==> src/rtl/matmul_sequencer.sv <==
// matmul_sequencer: sequences one NxN matrix multiply C = A*B using a single
// multiply-accumulate over synchronous-read (latency 1) operand buffers.
// Row/column/inner indices are walked with incremental address adders.
//
//   state | meaning
//   ------+-----------------------------------------------------------
//   IDLE  | waiting for an armed start; latches N
//   CLEAR | zero accumulator, load read pointers for element (i,j)
//   READ  | read strobes high, A/B addresses valid
//   MAC   | accumulate a_rdata*b_rdata; advance k or finish element
//   WRITE | result strobe high for element (i,j); advance j/i
//   DONE  | one-cycle completion pulse
//   HOLD  | wait for start to drop so a held start cannot retrigger
module matmul_sequencer #(
  parameter int DATA_W = 8,
  parameter int ACC_W  = 16,
  parameter int ADDR_W = 8
) (
  input  logic              clk_i,
  input  logic              rst_i,
  input  logic              start_i,
  input  logic [3:0]        size_i,
  input  logic [DATA_W-1:0] a_rdata_i,
  input  logic [DATA_W-1:0] b_rdata_i,
  output logic              a_rd_en_o,
  output logic              b_rd_en_o,
  output logic [ADDR_W-1:0] a_addr_o,
  output logic [ADDR_W-1:0] b_addr_o,
  output logic              c_wr_en_o,
  output logic [ADDR_W-1:0] c_addr_o,
  output logic [ACC_W-1:0]  c_wdata_o,
  output logic              busy_o,
  output logic              done_o
);

  typedef enum logic [2:0] {
    S_IDLE, S_CLEAR, S_READ, S_MAC, S_WRITE, S_DONE, S_HOLD
  } state_t;

  state_t              state_q;
  logic                armed_q;
  logic [3:0]          n_q;
  logic [3:0]          i_q, j_q, k_q;
  logic [ADDR_W-1:0]   a_base_q;
  logic [ACC_W-1:0]    acc_q;
  logic                a_rd_en_q, b_rd_en_q, c_wr_en_q, busy_q, done_q;
  logic [ADDR_W-1:0]   a_addr_q, b_addr_q, c_addr_q;
  logic [ACC_W-1:0]    c_wdata_q;

  logic [2*DATA_W-1:0] prod;
  logic [ACC_W-1:0]    acc_d;
  logic [ADDR_W-1:0]   n_ext;
  logic [3:0]          n_last;

  // Product is zero-extended; the running sum wraps modulo 2^ACC_W
  always_comb begin
    prod   = {{DATA_W{1'b0}}, a_rdata_i} * {{DATA_W{1'b0}}, b_rdata_i};
    acc_d  = acc_q + ACC_W'(prod);
    n_ext  = ADDR_W'(n_q);
    n_last = n_q - 4'd1;
  end

  // Sequencer FSM with all outputs registered alongside the state
  always_ff @(posedge clk_i or posedge rst_i) begin
    if (rst_i) begin
      state_q   <= S_IDLE;
      armed_q   <= 1'b1;
      n_q       <= '0;
      i_q       <= '0;
      j_q       <= '0;
      k_q       <= '0;
      a_base_q  <= '0;
      acc_q     <= '0;
      a_rd_en_q <= 1'b0;
      b_rd_en_q <= 1'b0;
      c_wr_en_q <= 1'b0;
      busy_q    <= 1'b0;
      done_q    <= 1'b0;
      a_addr_q  <= '0;
      b_addr_q  <= '0;
      c_addr_q  <= '0;
      c_wdata_q <= '0;
    end else begin
      a_rd_en_q <= 1'b0;
      b_rd_en_q <= 1'b0;
      c_wr_en_q <= 1'b0;
      done_q    <= 1'b0;
      case (state_q)
        S_IDLE: begin
          if (start_i && armed_q) begin
            n_q      <= size_i;
            i_q      <= '0;
            j_q      <= '0;
            k_q      <= '0;
            a_base_q <= '0;
            c_addr_q <= '0;
            busy_q   <= 1'b1;
            if (size_i == 4'd0) begin
              done_q  <= 1'b1;
              state_q <= S_DONE;
            end else begin
              state_q <= S_CLEAR;
            end
          end
        end
        S_CLEAR: begin
          acc_q     <= '0;
          k_q       <= '0;
          a_addr_q  <= a_base_q;
          b_addr_q  <= ADDR_W'(j_q);
          a_rd_en_q <= 1'b1;
          b_rd_en_q <= 1'b1;
          state_q   <= S_READ;
        end
        S_READ: begin
          state_q <= S_MAC;
        end
        S_MAC: begin
          acc_q <= acc_d;
          if (k_q == n_last) begin
            c_wr_en_q <= 1'b1;
            c_wdata_q <= acc_d;
            state_q   <= S_WRITE;
          end else begin
            k_q       <= k_q + 4'd1;
            a_addr_q  <= a_addr_q + 1'b1;
            b_addr_q  <= b_addr_q + n_ext;
            a_rd_en_q <= 1'b1;
            b_rd_en_q <= 1'b1;
            state_q   <= S_READ;
          end
        end
        S_WRITE: begin
          // c_addr advances after each write, giving i*N+j without a multiplier
          c_addr_q <= c_addr_q + 1'b1;
          if (j_q == n_last) begin
            j_q      <= '0;
            i_q      <= i_q + 4'd1;
            a_base_q <= a_base_q + n_ext;
          end else begin
            j_q <= j_q + 4'd1;
          end
          if ((i_q == n_last) && (j_q == n_last)) begin
            done_q  <= 1'b1;
            state_q <= S_DONE;
          end else begin
            state_q <= S_CLEAR;
          end
        end
        S_DONE: begin
          busy_q  <= 1'b0;
          state_q <= S_HOLD;
        end
        S_HOLD: begin
          if (start_i) begin
            armed_q <= 1'b0;
          end else begin
            armed_q <= 1'b1;
            state_q <= S_IDLE;
          end
        end
        default: state_q <= S_IDLE;
      endcase
    end
  end

  assign a_rd_en_o = a_rd_en_q;
  assign b_rd_en_o = b_rd_en_q;
  assign a_addr_o  = a_addr_q;
  assign b_addr_o  = b_addr_q;
  assign c_wr_en_o = c_wr_en_q;
  assign c_addr_o  = c_addr_q;
  assign c_wdata_o = c_wdata_q;
  assign busy_o    = busy_q;
  assign done_o    = done_q;

endmodule

==> config.mk <==
export PLATFORM = sky130hd
export DESIGN_NAME = matmul_sequencer
export DESIGN_NICKNAME = d
export VERILOG_FILES = /design/src/rtl/matmul_sequencer.sv
export SDC_FILE = /design/constraint.sdc
export NUM_CORES = 1
export LEC_CHECK = 0
export ABC_AREA = 1
export BUFFER_PORTS_ARGS = -buffer_cell sky130_fd_sc_hd__buf_2
export CAP_MARGIN = 20
export CORE_MARGIN = 5
export CORE_UTILIZATION = 45
export DETAILED_ROUTE_END_ITERATION = 7
export PLACE_DENSITY_LB_ADDON = 0.05
export SETUP_SLACK_MARGIN = 0.4
export SLEW_MARGIN = 10
export SYNTH_ARGS = -nofsm -noshare
export SYNTH_HDL_FRONTEND = slang
export SYNTH_SLANG_ARGS = --single-unit
export TNS_END_PERCENT = 100
==> constraint.sdc <==
create_clock -name clk_i -period 9.9 [get_ports clk_i]
set_clock_uncertainty 0.1 [all_clocks]
set_input_delay 1.485 -clock clk_i [delete_from_list [all_inputs] [get_ports clk_i]]
set_output_delay 1.485 -clock clk_i [all_outputs]
set_load 0.02 [all_outputs]
==> results of run 1 <==
-- worst paths after layout --
| check | end | from | slack [ns] |
|---|---|---|---|
| hold reg to reg | c_wdata_o[15] | c_wdata_o[15] | 0.38 |
| max in group asynchronous | c_wdata_o[12] | rst_i | 7.49 |
| setup / recovery | acc_q[12] | a_rdata_i[0] | 4.78 |
| min in group asynchronous | c_addr_o[7] | rst_i | 1.14 |
| setup reg to reg | acc_q[12] | acc_q[7] | 5.92 |
| hold / removal | c_wdata_o[15] | c_wdata_o[15] | 0.38 |
-- layout by cell type, fill, tap and decap left out, types with 9 or more instances in the layout --
master / instances
a21oi_1: 14
buf_2: 67
clkbuf_16: 9
dfrtp_1: 87
fa_1: 52
ha_1: 49
inv_1: 200
nand2_1: 289
nand3_1: 63
nand4_1: 9
nor2_1: 40
o21ai_0: 44
o21ai_1: 12
o22ai_1: 12
xnor2_1: 10
xor2_1: 18
-- state kept, by name, indices dropped and copies added, names as in the netlist, 3 cells and up --
name       flops
state_q        3
k_q            4
a_addr_o       8
n_q            4
c_wdata_o     16
b_addr_o       8
j_q            4
acc_q         16
i_q            4
a_base_q       8
c_addr_o       8
-- metrics by stage --
| stage | hold WS [ns] | std cells | setup slack [ns] | total power (W) | util, % |
|---|---|---|---|---|---|
| after floorplan | 0.355 | 970 | 4.64 | 0.000827 | - |
| after global placement | 0.370 | 1223 | 4.47 | 0.000952 | 48.9 |
| after detailed placement | 0.370 | 1223 | 4.45 | 0.000949 | 48.9 |
| after CTS | 0.389 | 1237 | 4.78 | 0.00135 | 51.1 |
| after global routing | 0.402 | 1237 | 4.47 | 0.00147 | 51.1 |
| final | 0.383 | 1237 | 4.78 | 0.00133 | 51.1 |
-- cell families after synthesis --
logic type	share of synthesized area [%]
buffers and inverters	12.9
multiplexers	0.137
flip-flops	30.2
XOR/XNOR	3.36
AO/OA/AOI/OAI	6.94
AND/OR/NAND/NOR	23.8
adder cells (fa/ha/maj)	22.6
-- power groups by stage --
stage	Sequential, W	Combinational, W	Clock [W]
final	0.000360	0.000577	0.000395
after global routing	0.000359	0.000687	0.000420
after CTS	0.000359	0.000589	0.000406
after detailed placement	0.000366	0.000582	0
after global placement	0.000366	0.000586	0
after floorplan	0.000366	0.000461	0
-- layout make-up --
type | instances | area [um2] | area share (%)
inverters | 209 | 786 | 9.69
well taps | 216 | 270 | 3.33
multi-input cells | 641 | 4160 | 51.3
clock inverters | 3 | 90.1 | 1.11
repair buffers | 69 | 350 | 4.32
flip-flops and latches | 88 | 2200 | 27.2
clock buffers | 11 | 253 | 3.12
-- metal layers --
| metal | up-vias | wire [um] | GRT usage (%) |
|---|---|---|---|
| li1 | 3039 | - | - |
| met1 | 2680 | 7960 | 25.9 |
| met2 | 48 | 8150 | 32.4 |
| met3 | 2 | 308 | 2.08 |
| met4 | 0 | 46 | 3.66 |
| met5 | - | 0 | 0 |
-- worst max-delay path: stages --
cell and delay (ns):
buf_2 0.17, nand2_1 0.10, fa_1 0.52, fa_1 0.56
inv_1 0.06, fa_1 0.53, inv_1 0.06, fa_1 0.54
inv_1 0.04, ha_1 0.33, a21oi_1 0.26, nor2_1 0.07
nor2_1 0.08, nand2_1 0.08, nand2_1 0.08, nand2_1 0.05
nand2_1 0.05, nand2_1 0.06, nand2_1 0.06, nand2_1 0.06
==> results.yml, run 1 <==
yosys:
  yosysMostFrequentCell: "nand2_1"
  syn_area_um2: 7310
  avgSynthCellArea_um2: 7.53
  yosys-top-cells-area: "dfrtp_1 30%, nand2_1 15%, fa_1 14%, inv_1 10%, ha_1 8.4%"
  synth_edf_count: 0
  postSynth.asyncResetShare_pct: 100
  synthCells: 970
  synth_top_cell_area_share_pct: 29.8
  synth-main-ff-cell: "dfrtp_1"
  yosysTopAreaCell: "dfrtp_1"
  yosysUniqueCellTypes: 39
  yosysWarningCount: 0
  synth.net_count: 1094
  yosysSeqAreaShare_pct: 30.2
  synth-seq-cells: 88
  synth_common_cells: "289 x nand2_1, 201 x inv_1, 87 x dfrtp_1, 63 x nand3_1, 52 x fa_1"
worst_setup_path:
  cp-start-kind: "input port"
  path_max_fanout: 8
  reg2reg_depth: 19
  cp.required_ns: 10.02
  cp-end-kind: "flip-flop"
  worstPathArrival_ns: 5.24
  critical_path_class: "input port to flip-flop"
timing:
  setup-tns-final_ns: 0
  slew_viol_final: 0
  maxSlewHeadroom_pct: 51.1
  max_freq_mhz: 195
  min_period_over_period_pct: 51.7
  worst_slew_pin_slew_ns: 0.734
  rsz0062_at_grt: "no"
  fin_crit_ns: 5.12
  hold_violations: 0
  setup-violations-final: 0
floorplan:
  coreArea_um2: 15900
  die-area_um2: 18900
  die_h_um: 137
  initial_core_util_pct: 46.0
  io_pins: 68
  num_rows: 46
  die_x_um: 137
cells_and_area:
  layout-drive-gt1-share_pct: 10.5
  antenna_cells: 0
  areaGrowthSynthToFinish_pct: 11.0
  final_nets: 1142
  num-fill-cells: 1676
  fin_area_um2: 8110
run:
  drv_cap: 0
clocking:
  cts_resized: 0
  numCtsBuffers: 9
  postCtsHoldBufs: 0
  clock_sinks: 88
  cts-root-buf: "clkbuf_16"
  clk_latency_ns: 0.33
  cts_tree: "yes"
  h-tree-depth: 3
  clk_path_buf_depth: 2
  path_clk_slew_ns: 0.07
  postCtsSetupRepairBufs: 0
place:
  post_dp_cell_area_um2: 7770
  portBuffers: 67
  dp_hpwl_um: 13100
  place.gp.congestion: 0.894
drt:
  wire_per_inst_um: 13.3
  drtAntennaViolNets: 0
  first_iter_violations: 222
  remaining_drc_errors: 0
  num_vias: 5769
  viasPerCell: 4.66
  wl_um: 16500
  firstDrtPassIters: 4
grt:
  grt_max_degree: 49
  grt_pass1_wl_um: 28400
  grt_pass1_vias: 5778
  antenna_found_initial: 0
  grt_overflow_total: 0
  track_usage_pct: 18.8
worst_hold_path:
  min_path_type: "flip-flop to flip-flop"
  hold_path_depth: 2
power:
  switching_share_pct: 37.6
  p_per_area_nw_per_um2: 164
  p_leak_nw: 4.62
  ir_drop_v: 0.0000888
  p_switching_w: 0.000501
  p_int_w: 0.000831
  power_frac_comb_pct: 43.3
  clkPwrFrac_pct: 29.7
  p_seq_share_pct: 27.0
outcome:
  status: "finished, final reports clean"
No activity file was read; power rests on OpenSTA's default activity.
==> run 2: changes to the inputs <==
==> constraint.sdc (replaced) <==
create_clock -name clk_i -period 4.9 [get_ports clk_i]
set_clock_uncertainty 0.1 [all_clocks]
set_input_delay 0.735 -clock clk_i [delete_from_list [all_inputs] [get_ports clk_i]]
set_output_delay 0.735 -clock clk_i [all_outputs]
set_load 0.02 [all_outputs]
==> results.yml, run 2 (synthesis gave the netlist of run 1 again) <==
timing:
  hold_violations: 0
  min_period_over_period_pct: 86.5
  worst_slew_pin_slew_ns: 0.862
  holdWs_ns: 0.389
  rsz0062_at_grt: "no"
  max_freq_mhz: 236
  setup-violations-final: 0
  maxSlewHeadroom_pct: 42.5
  fin_crit_ns: 4.24
  setup-tns-final_ns: 0
  slew_viol_final: 0
worst_hold_path:
  min_path_type: "flip-flop to flip-flop"
  hold_path_depth: 2
clocking:
  cts_tree: "yes"
  path_clk_slew_ns: 0.07
  numCtsBuffers: 9
  cts-root-buf: "clkbuf_16"
  clock_sinks: 88
  clk_path_buf_depth: 2
  clk_latency_ns: 0.34
  postCtsHoldBufs: 0
  h-tree-depth: 3
cells_and_area:
  most-common-layout-cells: "288 x nand2_1, 200 x inv_1, 87 x dfrtp_1, 63 x buf_2, 62 x nand3_1"
  final_nets: 1142
  fin_util_pct: 51.2
  areaGrowthSynthToFinish_pct: 11.3
  num-fill-cells: 1641
  layout-drive-gt1-share_pct: 11.7
  antenna_cells: 0
  final_common_cell: "nand2_1"
place:
  dp_hpwl_um: 13000
  portBuffers: 67
  place.gp.congestion: 0.873
worst_setup_path:
  crit_chain: "clkbuf_4 > nand2_1 > fa_1 > inv_1 > fa_1 > inv_1 > fa_1 > fa_1 > inv_1 > ha_4 > nand2_1 > nor2_2 > nand3_1 > nand4_1 > nand2_1 > nand2_1 > o21ai_0"
  slowest_stage: "fa_1"
  cp-start-kind: "input port"
  cp-end-kind: "flip-flop"
  reg2reg_depth: 19
  critical_path_class: "input port to flip-flop"
  cp.required_ns: 4.99
  worstPathArrival_ns: 4.33
  path_max_fanout: 8
  cp_slowest_stage_delay_ns: 0.56
grt:
  grt_max_degree: 50
  grt_pass1_vias: 5715
  grt_pass1_wl_um: 28200
  track_usage_pct: 18.7
  antenna_found_initial: 0
  grt_overflow_total: 0
drt:
  num_vias: 5854
  remaining_drc_errors: 0
  wire_per_inst_um: 13.2
  wl_um: 16400
  first_iter_violations: 175
  firstDrtPassIters: 5
  drtAntennaViolNets: 0
  viasPerCell: 4.72
floorplan:
  initial_core_util_pct: 46.0
  die_x_um: 137
  io_pins: 68
  num_rows: 46
  die_h_um: 137
  coreArea_um2: 15900
  die-area_um2: 18900
power:
  p_per_area_nw_per_um2: 330
  p_leak_nw: 4.58
  ir_drop_v: 0.000174
outcome:
  status: "finished, final reports clean"
run:
  drv_cap: 0
## run 2: changes by cell type in the layout (fill, tap and decap cells not counted), moves of 2 or more
cell	before	now
nor2_2	2	4
clkbuf_8	2	0
nor2_1	40	38
bufinv_16	3	0
ha_1	49	44
buf_2	67	63
clkbuf_4	0	4
ha_4	0	4
a21oi_1	14	12
clkinvlp_4	0	3
## run 2: worst paths after layout
check / startpoint / to / slack, ns
worst max-delay path: a_rdata_i[4] / acc_q[13] / 0.66
worst min register to register: c_wdata_o[15] / c_wdata_o[15] / 0.39
max in group asynchronous: rst_i / c_wdata_o[12] / 3.23
min in group asynchronous: rst_i / c_wdata_o[2] / 0.44
worst max register to register: acc_q[6] / acc_q[15] / 0.94
worst min-delay path: c_wdata_o[15] / c_wdata_o[15] / 0.39
## run 2: metal layers
| metal | track usage, % | wire length (um) | part of all wire [%] | up-vias |
|---|---|---|---|---|
| met5 | 0 | 0 | 0 | - |
| met4 | 4.66 | 214 | 1.3 | 0 |
| met3 | 2.05 | 342 | 2.1 | 16 |
| met2 | 32.2 | 7950 | 49 | 52 |
| met1 | 25.1 | 7860 | 48 | 2749 |
| li1 | - | - | - | 3037 |
## run 2: critical path: cells and delay by family
family          cells  cell delay, ns
compound gates      1            0.09
fa+ha+maj           5            2.43
buf+inv             4            0.36
simple gates        7            0.70
## run 2: timing repair
item                                    CTS  global route
endpoints found under the setup margin    0            13
setup buffers                             0             0
resized for setup                         0            18
## run 2: where the power goes
part,leakage [nW],total [W],switching (W),internal (W)
clock,0.125,0.000636,0.000291,0.000346
combinational,3.51,0.00132,0.000801,0.000522
sequential,0.949,0.000726,0,0.000726
## run 2: area by class of cell
class / instances / area (um2) / area share, %
Tap cell: 216 / 270 / 3.32
Sequential cell: 88 / 2200 / 27.1
Clock buffer: 10 / 229 / 2.81
Clock inverter: 6 / 45.0 / 0.554
Multi-Input combinational cell: 641 / 4240 / 52.1
Timing Repair Buffer: 69 / 360 / 4.43
Inverter: 209 / 786 / 9.66
## run 2: metrics by stage
stage	setup slack, ns	power, W	std cells	cell area (um2)
after floorplan	0.417	0.00167	970	7310
final	0.663	0.00269	1239	8140
after global placement	0.183	0.00192	1223	7770
after CTS	0.520	0.00257	1239	8040
after global routing	0.394	0.00294	1239	8140
after detailed placement	0.174	0.00191	1223	7770
==> run 3: changes to the inputs <==
--- a/config.mk
+++ b/config.mk
@@ -5,13 +5,13 @@
 export SDC_FILE = /design/constraint.sdc
 export NUM_CORES = 1
 export LEC_CHECK = 0
-export ABC_AREA = 1
 export BUFFER_PORTS_ARGS = -buffer_cell sky130_fd_sc_hd__buf_2
 export CAP_MARGIN = 20
 export CORE_MARGIN = 5
 export CORE_UTILIZATION = 45
 export DETAILED_ROUTE_END_ITERATION = 7
 export PLACE_DENSITY_LB_ADDON = 0.05
+export RECOVER_POWER = 100
 export SETUP_SLACK_MARGIN = 0.4
 export SLEW_MARGIN = 10
 export SYNTH_ARGS = -nofsm -noshare
==> results.yml, run 3 <==
outcome:
  status: "finished, violations left"
  violations: "capacitance limit, slew limit"
worst_setup_path:
  worstPathArrival_ns: 4.61
  ff2ff_setup_slack_ns: 0.70
  cp-end-kind: "flip-flop"
  cp.required_ns: 5.03
  critical_path_class: "input port to flip-flop"
  r2r_start: "acc_q[7]"
  reg2reg_depth: 14
  cp-start-kind: "input port"
  path_max_fanout: 5
  r2r-end: "c_wdata_o[13]"
timing:
  hold_violations: 0
  setup-violations-final: 0
  min_period_over_period_pct: 91.5
  fin_crit_ns: 4.49
  worst_slew_pin_slew_ns: 2.32
  maxSlewHeadroom_pct: -55.5
  max_freq_mhz: 223
  rsz0062_at_grt: "no"
  setup-tns-final_ns: 0
  slew_viol_final: 94
yosys:
  synth-seq-cells: 88
  yosysTopAreaCell: "dfrtp_1"
  yosysWarningCount: 0
  yosys-top-cells-area: "dfrtp_1 32%, fa_1 15%, ha_1 8.9%, nand2_1 6.8%, inv_1 6.0%"
  yosysUniqueCellTypes: 57
  yosysMostFrequentCell: "nand2_1"
  synth_common_cells: "124 x nand2_1, 110 x inv_1, 87 x dfrtp_1, 52 x fa_1, 49 x ha_1"
  syn_area_um2: 6890
  synth_edf_count: 0
  synth.net_count: 880
  synth-main-ff-cell: "dfrtp_1"
  yosysSeqAreaShare_pct: 32.0
  synthCells: 756
  avgSynthCellArea_um2: 9.12
  synth_top_cell_area_share_pct: 31.6
  postSynth.asyncResetShare_pct: 100
floorplan:
  initial_core_util_pct: 45.7
  die-area_um2: 17900
  die_h_um: 134
  io_pins: 68
  die_x_um: 134
  coreArea_um2: 15100
  num_rows: 45
place:
  placed_cells_incl_taps: 996
  post_dp_cell_area_um2: 7570
  dp_hpwl_um: 12400
  portBuffers: 67
  place.gp.congestion: 0.820
drt:
  viasPerCell: 5.26
  drtAntennaViolNets: 0
  wire_per_inst_um: 15.4
  remaining_drc_errors: 0
  first_iter_violations: 201
  wl_um: 15600
  num_vias: 5337
  firstDrtPassIters: 5
cells_and_area:
  most-common-layout-cells: "116 x nand2_1, 105 x inv_1, 87 x dfrtp_1, 52 x clkbuf_1, 46 x fa_1"
  layout-drive-gt1-share_pct: 11.4
  stdcell_count: 1014
  num-fill-cells: 1443
  antenna_cells: 0
  final_nets: 945
  areaGrowthSynthToFinish_pct: 15.3
  final_common_cell: "nand2_1"
  fin_util_pct: 52.7
  fin_area_um2: 7950
clocking:
  clock_sinks: 88
  path_clk_slew_ns: 0.07
  numCtsBuffers: 9
  clk_path_buf_depth: 2
  postCtsHoldBufs: 0
  cts_tree: "yes"
  cts-root-buf: "clkbuf_16"
  clk_latency_ns: 0.34
  h-tree-depth: 3
grt:
  grt_pass1_vias: 5457
  grt_overflow_total: 0
  grt_max_degree: 52
  grt_pass1_wl_um: 27100
  track_usage_pct: 18.2
  antenna_found_initial: 0
worst_hold_path:
  hold_path_depth: 1
  min_path_type: "flip-flop to flip-flop"
  min_from: "b_addr_o[7]"
  worstHoldEndpoint: "b_addr_o[7]"
power:
  ir_drop_v: 0.000425
  finalPower_w: 0.00498
  p_leak_nw: 3.74
  p_per_area_nw_per_um2: 627
run:
  drv_cap: 3
## run 3: changes by cell type in the layout (fill, tap and decap cells not counted), sizes merged, moves of 8 or more
cell,change
a21o,+18
a21oi,+19
a31oi,+11
and2,+32
buf,-39
clkbuf,+52
inv,-99
nand2,-170
nand3,-44
nor2,-32
nor3,+10
o21ai,-10
o31ai,+8
## run 3: cells by family (layout without fill, tap and decap cells)
family,count (synthesis),in the layout,synth area share [%]
DFF,88,88,32.0
adders and majority gates,101,101,24.0
AOI/OAI and AO/OA,152,152,13.7
xor gates and xnor gates,30,30,4.65
buffers and inverters,139,209,7.84
and+or+nand+nor,238,238,16.6
muxes,8,8,1.22
## run 3: report_power, final
part	switching (W)	total (W)	leakage [nW]	internal, W
Clock	0.000292	0.000754	0.155	0.000462
Sequential	0.0000664	0.000908	1.04	0.000841
Combinational	0.00182	0.00332	2.55	0.00150
## run 3: timing repair
action                     in CTS  in global routing
gates resized for setup        11                 35
setup endpoints to repair       4                 12
setup buffers                   0                  2
pin swaps                       7                 18
## run 3: metrics by stage
step           setup WS, ns  hold WS [ns]
2_1_floorplan         0.255         0.352
3_3_place_gp         0.0388         0.355
3_5_place_dp      -0.000748         0.371
4_1_cts               0.413         0.379
5_1_grt               0.216         0.404
6_report              0.414         0.382
## run 3: routing by layer
metal | wire [um] | vias up | share of wire (%) | track usage, %
li1 | - | 2628 | - | -
met1 | 7150 | 2624 | 46 | 24.0
met4 | 191 | 0 | 1.2 | 4.06
met3 | 354 | 16 | 2.3 | 2.25
met2 | 7950 | 69 | 51 | 32.2
met5 | 0 | - | 0 | 0
## run 3: critical path, cell delays in order
cell,delay [ns]
clkbuf_1,0.22
nand2_2,0.09
fa_1,0.49
fa_1,0.55
inv_1,0.05
fa_1,0.48
inv_1,0.05
fa_1,0.50
inv_2,0.05
ha_4,0.23
a21o_1,0.18
a221oi_4,0.33
o21bai_2,0.11
or3_4,0.34
a22o_1,0.21
## run 3: area by class of cell
class | instances | area [um2] | share of cell area [%]
Sequential cell | 88 | 2200 | 27.7
Timing Repair Buffer | 82 | 422 | 5.31
Tap cell | 188 | 235 | 2.96
Multi-Input combinational cell | 529 | 4340 | 54.6
Clock buffer | 10 | 239 | 3.01
Clock inverter | 6 | 92.6 | 1.16
Inverter | 111 | 418 | 5.26
## run 3: worst max path at each step
| stage | from | slack [ns] | end |
|---|---|---|---|
| 6_report | a_rdata_i[1] | 0.41 | c_wdata_o[13] |
| 5_1_grt | a_rdata_i[1] | 0.22 | c_wdata_o[13] |
| 4_1_cts | a_rdata_i[2] | 0.41 | c_wdata_o[15] |
| 3_5_place_dp | a_rdata_i[5] | -0.0007 | acc_q[13] |
| 3_3_place_gp | a_rdata_i[2] | 0.04 | c_wdata_o[13] |
| 2_1_floorplan | b_rdata_i[0] | 0.25 | acc_q[13] |
